File: src/rtl/hub75_bcm_driver.sv
// HUB75 LED panel scan driver with binary-coded modulation.
// Each pass shifts one bit plane of one scan row, latches it, then lights it for BASE_DELAY<<plane cycles.
module hub75_bcm_driver #(
  parameter int COLS       = 32,
  parameter int ROW_BITS   = 3,
  parameter int DEPTH      = 4,
  parameter int BASE_DELAY = 8
) (
  input  logic                               led_clk,
  input  logic                               rst_i,
  input  logic                               enable,
  output logic [ROW_BITS+$clog2(COLS)-1:0]   pix_addr,
  input  logic [3*DEPTH-1:0]                 pix_top,
  input  logic [3*DEPTH-1:0]                 pix_bot,
  output logic [ROW_BITS-1:0]                demux,
  output logic [2:0]                         matrix0,
  output logic [2:0]                         matrix1,
  output logic                               matrix_clk,
  output logic                               matrix_stb,
  output logic                               oe_n,
  output logic                               frame_done
);

  localparam int CB        = $clog2(COLS);
  localparam int PB        = (DEPTH > 1) ? $clog2(DEPTH) : 1;
  localparam int MAX_DELAY = BASE_DELAY << (DEPTH - 1);
  localparam int DW        = $clog2(MAX_DELAY + 1);

  typedef enum logic [2:0] {
    S_IDLE,
    S_ADDR,
    S_SHIFT,
    S_CLOCK,
    S_LATCH,
    S_DISPLAY
  } state_t;

  state_t                state_q, state_d;
  logic [CB-1:0]         colpos_q, colpos_d;
  logic [ROW_BITS-1:0]   rowpos_q, rowpos_d;
  logic [PB-1:0]         plane_q, plane_d;
  logic [DW-1:0]         delay_q, delay_d;
  logic [2:0]            matrix0_q, matrix0_d;
  logic [2:0]            matrix1_q, matrix1_d;
  logic                  frame_done_q, frame_done_d;

  // Per-channel views of the pixel words so the current plane can index each one.
  logic [DEPTH-1:0] top_r, top_g, top_b;
  logic [DEPTH-1:0] bot_r, bot_g, bot_b;

  assign top_r = pix_top[3*DEPTH-1:2*DEPTH];
  assign top_g = pix_top[2*DEPTH-1:DEPTH];
  assign top_b = pix_top[DEPTH-1:0];
  assign bot_r = pix_bot[3*DEPTH-1:2*DEPTH];
  assign bot_g = pix_bot[2*DEPTH-1:DEPTH];
  assign bot_b = pix_bot[DEPTH-1:0];

  always_comb begin
    state_d      = state_q;
    colpos_d     = colpos_q;
    rowpos_d     = rowpos_q;
    plane_d      = plane_q;
    delay_d      = delay_q;
    matrix0_d    = matrix0_q;
    matrix1_d    = matrix1_q;
    frame_done_d = 1'b0;

    case (state_q)
      S_IDLE: begin
        if (enable) begin
          state_d = S_ADDR;
        end
      end
      S_ADDR: begin
        state_d = S_SHIFT;
      end
      S_SHIFT: begin
        matrix0_d = {top_r[plane_q], top_g[plane_q], top_b[plane_q]};
        matrix1_d = {bot_r[plane_q], bot_g[plane_q], bot_b[plane_q]};
        state_d   = S_CLOCK;
      end
      S_CLOCK: begin
        colpos_d = colpos_q + 1'b1;
        if (colpos_q == CB'(COLS - 1)) begin
          state_d = S_LATCH;
        end else begin
          state_d = S_ADDR;
        end
      end
      S_LATCH: begin
        delay_d = DW'(BASE_DELAY) << plane_q;
        state_d = S_DISPLAY;
      end
      S_DISPLAY: begin
        if (delay_q <= DW'(1)) begin
          state_d  = S_IDLE;
          delay_d  = '0;
          colpos_d = '0;
          if (plane_q == PB'(DEPTH - 1)) begin
            plane_d  = '0;
            rowpos_d = rowpos_q + 1'b1;
            // Last plane of the last row: the next IDLE cycle opens a new frame.
            frame_done_d = &rowpos_q;
          end else begin
            plane_d = plane_q + 1'b1;
          end
        end else begin
          delay_d = delay_q - 1'b1;
        end
      end
      default: begin
        state_d = S_IDLE;
      end
    endcase
  end

  always_ff @(posedge led_clk or posedge rst_i) begin
    if (rst_i) begin
      state_q      <= S_IDLE;
      colpos_q     <= '0;
      rowpos_q     <= '0;
      plane_q      <= '0;
      delay_q      <= '0;
      matrix0_q    <= '0;
      matrix1_q    <= '0;
      frame_done_q <= 1'b0;
    end else begin
      state_q      <= state_d;
      colpos_q     <= colpos_d;
      rowpos_q     <= rowpos_d;
      plane_q      <= plane_d;
      delay_q      <= delay_d;
      matrix0_q    <= matrix0_d;
      matrix1_q    <= matrix1_d;
      frame_done_q <= frame_done_d;
    end
  end

  // Panel strobes come straight from the registered state so they are glitch-free.
  assign pix_addr   = {rowpos_q, colpos_q};
  assign demux      = rowpos_q;
  assign matrix0    = matrix0_q;
  assign matrix1    = matrix1_q;
  assign matrix_clk = (state_q == S_CLOCK);
  assign matrix_stb = (state_q == S_LATCH);
  assign oe_n       = (state_q != S_DISPLAY);
  assign frame_done = frame_done_q;

endmodule

File: config.mk
export PLATFORM = sky130hd
export DESIGN_NAME = hub75_bcm_driver
export DESIGN_NICKNAME = d
export VERILOG_FILES = /design/src/rtl/hub75_bcm_driver.sv
export SDC_FILE = /design/constraint.sdc
export NUM_CORES = 1
export LEC_CHECK = 0
export BUFFER_PORTS_ARGS = -buffer_cell sky130_fd_sc_hd__buf_2
export CAP_MARGIN = 15
export CORE_ASPECT_RATIO = 1.75
export CORE_MARGIN = 3
export CORE_UTILIZATION = 25
export CTS_BUF_LIST = sky130_fd_sc_hd__clkbuf_8
export DETAILED_ROUTE_END_ITERATION = 16
export MAX_ROUTING_LAYER = met4
export PLACE_DENSITY = 0.5
export SETUP_SLACK_MARGIN = 0.1
export SYNTH_ARGS = -nofsm -noshare
export SYNTH_HDL_FRONTEND = slang
export SYNTH_SLANG_ARGS = --single-unit
File: constraint.sdc
create_clock -name led_clk -period 1.9 [get_ports led_clk]
set_input_delay 0.38 -clock led_clk [delete_from_list [all_inputs] [get_ports led_clk]]
set_output_delay 0.38 -clock led_clk [all_outputs]
set_load 0.005 [all_outputs]
==> results.json, run 1 <==
{
  "cts_tree": "built",
  "synth_edf_count": 0,
  "required_ns": 2.08,
  "r2r_start": "delay_q[2]",
  "die_y_um": 111,
  "netlist_instances": 140,
  "whs_ns": 0.136,
  "slowest_delay_ns": 0.58,
  "synth-main-ff-cell": "dfrtp_1",
  "core_um2": 5970,
  "syn_area_per_cell_um2": 11.2,
  "syn_area_um2": 1570,
  "insertion_delay_ns": 0.28,
  "maxCapViolCount": 0,
  "diodes": 0,
  "grt.met2_usage_pct": 19.4,
  "r2r_cells": 4,
  "worstPathArrival_ns": 1.90,
  "drive_above_1_share_pct": 42.1,
  "routed_wl_mm": 3.48,
  "fillers": 632,
  "period_share_pct": 90.6,
  "drtAntennaViolNets": 0,
  "postCtsResizedCells": 0,
  "finalSetupViolations": 0,
  "fin_cells": 268,
  "drtIter0Drc": 20,
  "layout.nets": 228,
  "path_class": "flip-flop to flip-flop",
  "layout_commonest_cell": "buf_2",
  "async_flop_share_pct": 100,
  "cp_cell_sequence": "or4_4, nor4_4, nand2_2, mux2_4",
  "cts-htree-levels": 1,
  "postCtsHoldBufs": 0,
  "start_util_pct": 26.2,
  "clk_pin_slew_ns": 0.10,
  "yosys_warnings": 0,
  "area_growth_pct": 25.4,
  "busiest_layer": "met2",
  "first_pass_iters": 4,
  "dieArea_um2": 7290,
  "gp_congestion": 0.752,
  "cp-end-kind": "flip-flop",
  "synth_nets": 177,
  "num_rows": 37,
  "overflow": 0,
  "seq_area_um2": 676,
  "route.detailed.drc": 0,
  "grt_usage_pct": 10.6,
  "maxSlewHeadroom_pct": 67.3,
  "min_period_ns": 1.72,
  "timing.final.hold_violations": 0,
  "drv_slew": 0,
  "clock_skew_ns": 0.0102,
  "io_buffer_count": 47,
  "most-common-layout-cells": "buf_2, dfrtp_1, nand2_1, o21ai_0, ha_1",
  "clockRootBuffer": "clkbuf_8",
  "timing.fmax_mhz": 581,
  "ios": 48,
  "wl_per_cell_um": 13.0,
  "vias_per_cell": 4.57,
  "cts_max_path_buffers": 2,
  "fin_tns_setup_ns": 0,
  "ys_types": 36,
  "path_max_fanout": 5,
  "regToRegSetupSlack_ns": 0.18,
  "power_density_nw_per_um2": 506,
  "dp.final_hpwl_mm": 2.79,
  "peakVddDrop_mv": 0.294,
  "die_width_um": 65.8,
  "dp.cells": 264,
  "ys_ff_latch": 27,
  "vias": 1224,
  "cts_buffers": 3,
  "grt_pass1_wl_mm": 5.91,
  "yosysSeqAreaShare_pct": 43.1,
  "worst_pin_slew_ns": 0.491,
  "multiInputGateArea_um2": 812,
  "grtUsageMet1_pct": 11.1,
  "post_cts_buffers": 0,
  "cp_slowest_cell": "or4_4",
  "clock-sinks": 27,
  "start_kind": "flip-flop",
  "grt_start_max_net_pins": 28,
  "grt_use_met3_pct": 1.22,
  "antenna_found_initial": 0,
  "rsz0062_at_grt": "no",
  "grt_pass1_vias": 1295,
  "status": "finished clean",
  "timing.rr.end": "demux[2]",
  "hp-class": "input port to asynchronous set/reset pin",
  "leakage_uw": 0.000963
}
routing by layer:
metal  wire length (um)  vias up
li1                   -      593
met1               1310      608
met2               2010       21
met3                117        2
met4                 40        0
met5                  0        -
cell type report:
type | instances | share of cell area (%)
Inverter | 8 | 1.53
Clock buffer | 3 | 2.10
Multi-Input combinational cell | 96 | 41.3
Sequential cell | 27 | 34.4
Tap cell | 78 | 4.97
Clock inverter | 1 | 0.446
Timing Repair Buffer | 55 | 15.2
worst max path at each step:
stage               start        to  slack, ns  cells past startpoint
6_report       delay_q[2]  demux[2]       0.18                      4
5_1_grt        delay_q[1]  demux[2]       0.10                      6
4_1_cts        delay_q[3]  demux[2]       0.12                      4
3_5_place_dp   delay_q[2]  demux[2]       0.13                      4
3_3_place_gp   delay_q[2]  demux[2]       0.13                      4
2_1_floorplan  delay_q[2]  demux[1]       0.16                      4
flip-flops by register name (all words and copies together) (netlist names):
register and count:
matrix1 3, plane_q 2, demux 3, frame_done 1, delay_q 7, colpos_q 5, matrix0 3, state_q 3
metrics by stage:
stage / utilization (%) / instance area [um2] / worst slack (ns) / total power, uW
5_1_grt: 32.9 / 1960 / 0.102 / 1040
3_3_place_gp: 32.0 / 1910 / 0.130 / 657
4_1_cts: 32.8 / 1960 / 0.121 / 1020
3_5_place_dp: 32.0 / 1910 / 0.127 / 659
6_report: 32.9 / 1960 / 0.179 / 993
2_1_floorplan: - / 1570 / 0.160 / 620
cell usage after synthesis, types with 2 or more instances:
cell	count	share of area, %
nand2b_1	2	0.80
xor2_1	2	1.1
mux2_2	6	4.3
clkbuf_1	5	1.2
mux4_2	6	8.6
o31ai_1	2	0.96
a21oi_1	3	0.96
nand2_1	11	2.6
and3_1	2	0.80
mux2_4	2	1.9
nor2_1	6	1.4
nor2b_1	3	1.2
nor3_1	2	0.64
xnor2_1	4	2.2
nand3b_1	3	1.4
buf_4	4	1.9
nand3_1	3	0.96
nor3b_1	4	1.9
o21ai_0	11	3.5
ha_1	10	8.0
dfrtp_1	27	43
inv_1	8	1.9
kinds of logic after synthesis:
logic type / after synthesis / synth area share (%)
buffers and inverters: 17 / 5.03
muxes: 15 / 15.5
and+or+nand+nor: 42 / 15.6
DFF: 27 / 43.1
xor gates and xnor gates: 6 / 3.35
adders and majority gates: 10 / 7.99
AOI/OAI and AO/OA: 23 / 9.42
power by group:
part	switching (uW)	internal [uW]	leakage, uW	total, uW
Clock	194	154	0.0000261	348
Sequential	2.79	581	0.000354	583
Combinational	23.9	37.4	0.000583	61.3
critical path, delay by kind of cell, from the launching register on:
| kind | cells | cell delay, ns |
|---|---|---|
| flip-flops | 1 | 0.38 |
| multiplexers | 1 | 0.31 |
| AND/OR/NAND/NOR | 3 | 0.93 |
Power figures use the tool's default switching activity.
==> run 2, diff against run 1 <==
--- a/config.mk
+++ b/config.mk
@@ -7,13 +7,15 @@
 export LEC_CHECK = 0
 export BUFFER_PORTS_ARGS = -buffer_cell sky130_fd_sc_hd__buf_2
 export CAP_MARGIN = 15
+export CELL_PAD_IN_SITES_DETAIL_PLACEMENT = 0
+export CELL_PAD_IN_SITES_GLOBAL_PLACEMENT = 1
 export CORE_ASPECT_RATIO = 1.75
 export CORE_MARGIN = 3
 export CORE_UTILIZATION = 25
 export CTS_BUF_LIST = sky130_fd_sc_hd__clkbuf_8
 export DETAILED_ROUTE_END_ITERATION = 16
 export MAX_ROUTING_LAYER = met4
-export PLACE_DENSITY = 0.5
+export PLACE_DENSITY = 0.57
 export SETUP_SLACK_MARGIN = 0.1
 export SYNTH_ARGS = -nofsm -noshare
 export SYNTH_HDL_FRONTEND = slang
==> run 2 against run 1 <==
Non-clock buffer count increased by 1. Worst setup slack got worse by 0.011 ns. Utilization increased by 0.13 points. Register-to-register slack hardly changed. Clock skew decreased by 0.0039 ns. Largest power group unchanged. Highest routed layer unchanged.
==> results.json, run 2 (synthesis gave the netlist of run 1 again) <==
{
  "status": "finished clean",
  "num_rows": 37,
  "first_pass_iters": 3,
  "cts_buffers": 3,
  "cp_cell_sequence": "or4_4, nor4_4, nand2_2, mux2_4",
  "grt_usage_pct": 10.9,
  "regToRegSetupSlack_ns": 0.17,
  "cts-htree-levels": 1,
  "largestRegisters": "delay_q x7, colpos_q x5",
  "rsz0062_at_grt": "yes",
  "dieArea_um2": 7290,
  "drtAntennaViolNets": 0,
  "timing.final.hold_violations": 0,
  "drive_above_1_share_pct": 42.9,
  "cp-end-kind": "flip-flop",
  "min_period_ns": 1.73,
  "clockRootBuffer": "clkbuf_8",
  "ios": 48,
  "core_um2": 5970,
  "clock-sinks": 27,
  "diodes": 0,
  "critPathTopFamily": "simple AND/OR/NAND/NOR gates",
  "worst-path-stages": 4,
  "grt_pass1_wl_mm": 5.91,
  "cp_num_buf_inv": 0,
  "crit_path_end": "demux[2]",
  "power_density_nw_per_um2": 502,
  "path_max_fanout": 5,
  "maxSlewHeadroom_pct": 75.7,
  "most-common-layout-cells": "buf_2, dfrtp_1, nand2_1, o21ai_0, ha_1",
  "overflow": 0,
  "gp_congestion": 0.704,
  "layout_commonest_cell": "buf_2",
  "cp-startpoint": "delay_q[4]",
  "finalSetupViolations": 0,
  "post_cts_buffers": 0,
  "drtIter0Drc": 20,
  "area_growth_pct": 25.9,
  "required_ns": 2.08,
  "wl_per_cell_um": 13.8,
  "die_y_um": 111,
  "insertion_delay_ns": 0.28,
  "timing.fmax_mhz": 577,
  "r2r_cells": 4,
  "worst_pin_slew_ns": 0.364,
  "grt_start_max_net_pins": 28,
  "cp_slowest_cell": "or4_4",
  "r2r_start": "delay_q[4]",
  "antenna_found_initial": 0,
  "dp.final_hpwl_mm": 2.95,
  "peakVddDrop_mv": 0.266,
  "grt_pass1_vias": 1293,
  "largest-register": "delay_q",
  "maxCapViolCount": 0,
  "worstPathArrival_ns": 1.91,
  "route.detailed.drc": 0,
  "postCtsHoldBufs": 0,
  "vias": 1223,
  "cts_tree": "built",
  "path_class": "flip-flop to flip-flop",
  "clk_pin_slew_ns": 0.10,
  "leakage_uw": 0.000963,
  "start_kind": "flip-flop",
  "hp-class": "input port to asynchronous set/reset pin",
  "cts_max_path_buffers": 2,
  "layout.nets": 229,
  "fin_tns_setup_ns": 0,
  "clock_skew_ns": 0.00628,
  "die_width_um": 65.8,
  "dp.cells": 265,
  "timing.rr.end": "demux[2]",
  "period_share_pct": 91.2,
  "vias_per_cell": 4.55,
  "largest_reg_flops": 7,
  "io_buffer_count": 47,
  "fin_cells": 269,
  "routed_wl_mm": 3.72,
  "start_util_pct": 26.2,
  "drv_slew": 0,
  "slowest_delay_ns": 0.54
}
-- run 2: changes by cell type in the layout (fill, tap and decap cells not counted), sizes merged --
cell,delta
clkinvlp,+1
inv,-1
buf,+1
-- run 2: metal layers --
metal	global-route usage (%)	part of all wire, %	up-vias	routed length, um
met5	-	0	-	0
met4	4.16	1.7	0	62
met3	1.83	3.3	5	124
met2	20.7	59	26	2200
met1	10.4	36	599	1330
li1	-	-	593	-
-- run 2: cell type report --
| cell class | instances | area, um2 |
|---|---|---|
| clock buffer | 3 | 41.3 |
| clock inverter | 1 | 7.51 |
| fill | 619 | 4000 |
| inverter | 8 | 30.0 |
| multi-input combinational | 96 | 817 |
| sequential | 27 | 676 |
| tap | 78 | 97.6 |
| timing repair buffer | 56 | 303 |
-- run 2: power breakdown --
group,switching (uW),total [uW],internal (uW)
Sequential,2.75,583,581
Clock,195,344,149
Combinational,25.2,62.7,37.5
Total,223,990,767
-- run 2: what timing repair did --
action,CTS,global route
pin swaps,1,0
gates resized for setup,1,1
setup endpoints to repair,3,4
-- run 2: per-stage QoR --
| stage | utilization (%) | instance area (um2) | worst slack, ns | power (uW) | hold WS (ns) |
|---|---|---|---|---|---|
| after floorplan | - | 1570 | 0.160 | 620 | 0.433 |
| after global placement | 32.1 | 1920 | 0.107 | 658 | 0.471 |
| after detailed placement | 32.1 | 1920 | 0.0831 | 660 | 0.477 |
| after CTS | 32.9 | 1970 | 0.143 | 1020 | 0.157 |
| after global routing | 33.0 | 1970 | 0.0903 | 1040 | 0.183 |
| final | 33.0 | 1970 | 0.168 | 990 | 0.142 |
-- run 2: worst min path at each step --
stage / start / endpoint / slack (ns)
final: rst_i / matrix0[0] / 0.14
after CTS: rst_i / demux[0] / 0.16
after floorplan: rst_i / colpos_q[0] / 0.43
after global routing: rst_i / demux[0] / 0.18
after global placement: rst_i / matrix1[2] / 0.47
after detailed placement: rst_i / matrix0[0] / 0.48
-- run 2: worst min-delay path, cell delays in order --
cell	delay [ns]
buf_2	0.09
inv_1	0.04
buf_4	0.33
==> run 3, diff against run 2 <==
--- a/config.mk
+++ b/config.mk
@@ -11,11 +11,12 @@
 export CELL_PAD_IN_SITES_GLOBAL_PLACEMENT = 1
 export CORE_ASPECT_RATIO = 1.75
 export CORE_MARGIN = 3
-export CORE_UTILIZATION = 25
+export CORE_UTILIZATION = 40
 export CTS_BUF_LIST = sky130_fd_sc_hd__clkbuf_8
 export DETAILED_ROUTE_END_ITERATION = 16
 export MAX_ROUTING_LAYER = met4
-export PLACE_DENSITY = 0.57
+export PLACE_DENSITY = 0.83
+export RECOVER_POWER = 100
 export SETUP_SLACK_MARGIN = 0.1
 export SYNTH_ARGS = -nofsm -noshare
 export SYNTH_HDL_FRONTEND = slang
==> run 3 against run 2 <==
Clock skew shrank 0.0016 ns. Non-clock buffer count shrank 1. Worst hold slack gained 0.37 ns. Routed wire length shrank 2.3%. Global-route usage grew 7.1 points. Register-to-register slack lost 0.03 ns. Via count grew 2.5%. Utilization grew 18 points. Final cell count shrank 12%. Worst setup slack lost 0.026 ns. Sequential share of layout area grew 1.4 points. Largest power group unchanged.
==> results.json, run 3 (synthesis gave the netlist of run 1 again) <==
{
  "start_util_pct": 42.3,
  "cts_max_path_buffers": 2,
  "cp_slowest_cell": "dfrtp_1",
  "grt_pass1_wl_mm": 6.07,
  "fin_tns_setup_ns": 0,
  "clock_skew_ns": 0.00469,
  "worstPathArrival_ns": 1.92,
  "pre_cts_ws_ns": 0.0985,
  "io_buffer_count": 47,
  "diodes": 0,
  "ios": 48,
  "largest-register": "delay_q",
  "cp-end-kind": "flip-flop",
  "num_rows": 29,
  "power_density_nw_per_um2": 510,
  "fin_area_um2": 1900,
  "die_width_um": 53.3,
  "rsz0062_at_grt": "yes",
  "status": "finished clean",
  "grt_pass1_vias": 1355,
  "largest_reg_flops": 7,
  "first_pass_iters": 4,
  "period_share_pct": 92.5,
  "cts-htree-levels": 1,
  "fin_ws_ns": 0.142,
  "peakVddDrop_mv": 0.313,
  "total_power_uw": 968,
  "clockRootBuffer": "clkbuf_8",
  "slowest_delay_ns": 0.42,
  "whs_ns": 0.514,
  "antenna_found_initial": 0,
  "wl_per_cell_um": 15.4,
  "required_ns": 2.06,
  "postCtsHoldBufs": 0,
  "routed_wl_mm": 3.63,
  "drtAntennaViolNets": 0,
  "core_um2": 3700,
  "finalSetupViolations": 0,
  "hp-class": "flip-flop to flip-flop",
  "cts_buffers": 3,
  "grt_start_max_net_pins": 28,
  "layout.nets": 228,
  "critPathTopFamily": "simple AND/OR/NAND/NOR gates",
  "cts_tree": "built",
  "drive_above_1_share_pct": 35.3,
  "maxSlewHeadroom_pct": 2.15,
  "drtIter0Drc": 25,
  "grt_usage_pct": 18.1,
  "leakage_uw": 0.000933,
  "gp_congestion": 0.741,
  "start_kind": "flip-flop",
  "cp_num_buf_inv": 1,
  "maxCapViolCount": 0,
  "area_growth_pct": 21.0,
  "cp_cell_sequence": "inv_1, ha_1, o21ba_1, nor4_4, nand2_2, mux2_1",
  "timing.final.hold_violations": 0,
  "dp.final_hpwl_mm": 2.86,
  "layout_commonest_cell": "buf_2",
  "die_y_um": 88.8,
  "timing.fmax_mhz": 569,
  "largestRegisters": "delay_q x7, colpos_q x5",
  "overflow": 0,
  "drv_slew": 0,
  "route.detailed.drc": 0,
  "clock-sinks": 27,
  "path_max_fanout": 4,
  "vias_per_cell": 5.31,
  "placed_area_um2": 1860,
  "path_class": "flip-flop to flip-flop",
  "worst_pin_slew_ns": 1.47,
  "insertion_delay_ns": 0.28,
  "dieArea_um2": 4730,
  "most-common-layout-cells": "buf_2, dfrtp_1, nand2_1, o21ai_0, ha_1",
  "vias": 1254,
  "clk_pin_slew_ns": 0.09,
  "min_period_ns": 1.76
}
## run 3: changes by cell type in the layout (fill, tap and decap cells not counted), moves of 2 or more
cell,previous run,this run
buf_2,47,39
buf_4,9,6
clkbuf_1,0,8
inv_1,7,9
## run 3: final cells by class
class,instances,area (um2)
Fill cell,354,1810
Multi-Input combinational cell,96,808
Sequential cell,27,676
Timing Repair Buffer,55,279
Tap cell,46,57.6
Clock buffer,3,41.3
Inverter,8,30.0
Clock inverter,1,3.75
## run 3: what timing repair did
action / in CTS / in global routing
setup buffers: 0 / 1
setup endpoints to repair: 2 / 3
resized for setup: 0 / 1
pin swaps: 1 / 1
## run 3: worst reg2reg max path, stage by stage, from the launching register on
cell	delay, ns
dfrtp_1	0.42
inv_1	0.10
ha_1	0.14
o21ba_1	0.20
nor4_4	0.33
nand2_2	0.13
mux2_1	0.33
## run 3: routing by layer
metal  up-vias  part of all wire, %  GRT usage [%]
li1        591                    -              -
met1       631                   36           17.6
met2        25                   60           34.4
met3         7                  2.5           2.02
met4         0                  2.1           6.98
met5         -                    0              -
## run 3: path summary, 6_finish.rpt
check,start,endpoint,slack (ns),cells after the start
min in group asynchronous,rst_i,matrix0[2],0.59,3
max in group asynchronous,rst_i,colpos_q[1],0.46,3
setup reg to reg,delay_q[1],demux[2],0.14,6
hold / removal,matrix0[0],matrix0[0],0.51,1
hold reg to reg,matrix0[0],matrix0[0],0.51,1
setup / recovery,delay_q[1],demux[2],0.14,6
## run 3: through the flow
step / util, % / std cells
3_5_place_dp: 50.3 / 231
2_1_floorplan: - / 140
3_3_place_gp: 50.3 / 231
5_1_grt: 51.2 / 236
4_1_cts: 51.6 / 235
6_report: 51.2 / 236
## run 3: where the power goes
group | switching [uW] | leakage, uW | total (uW) | internal [uW]
combinational | 25.9 | 0.000552 | 61.6 | 35.7
sequential | 3.13 | 0.000354 | 584 | 581
clock | 177 | 0.0000269 | 322 | 145
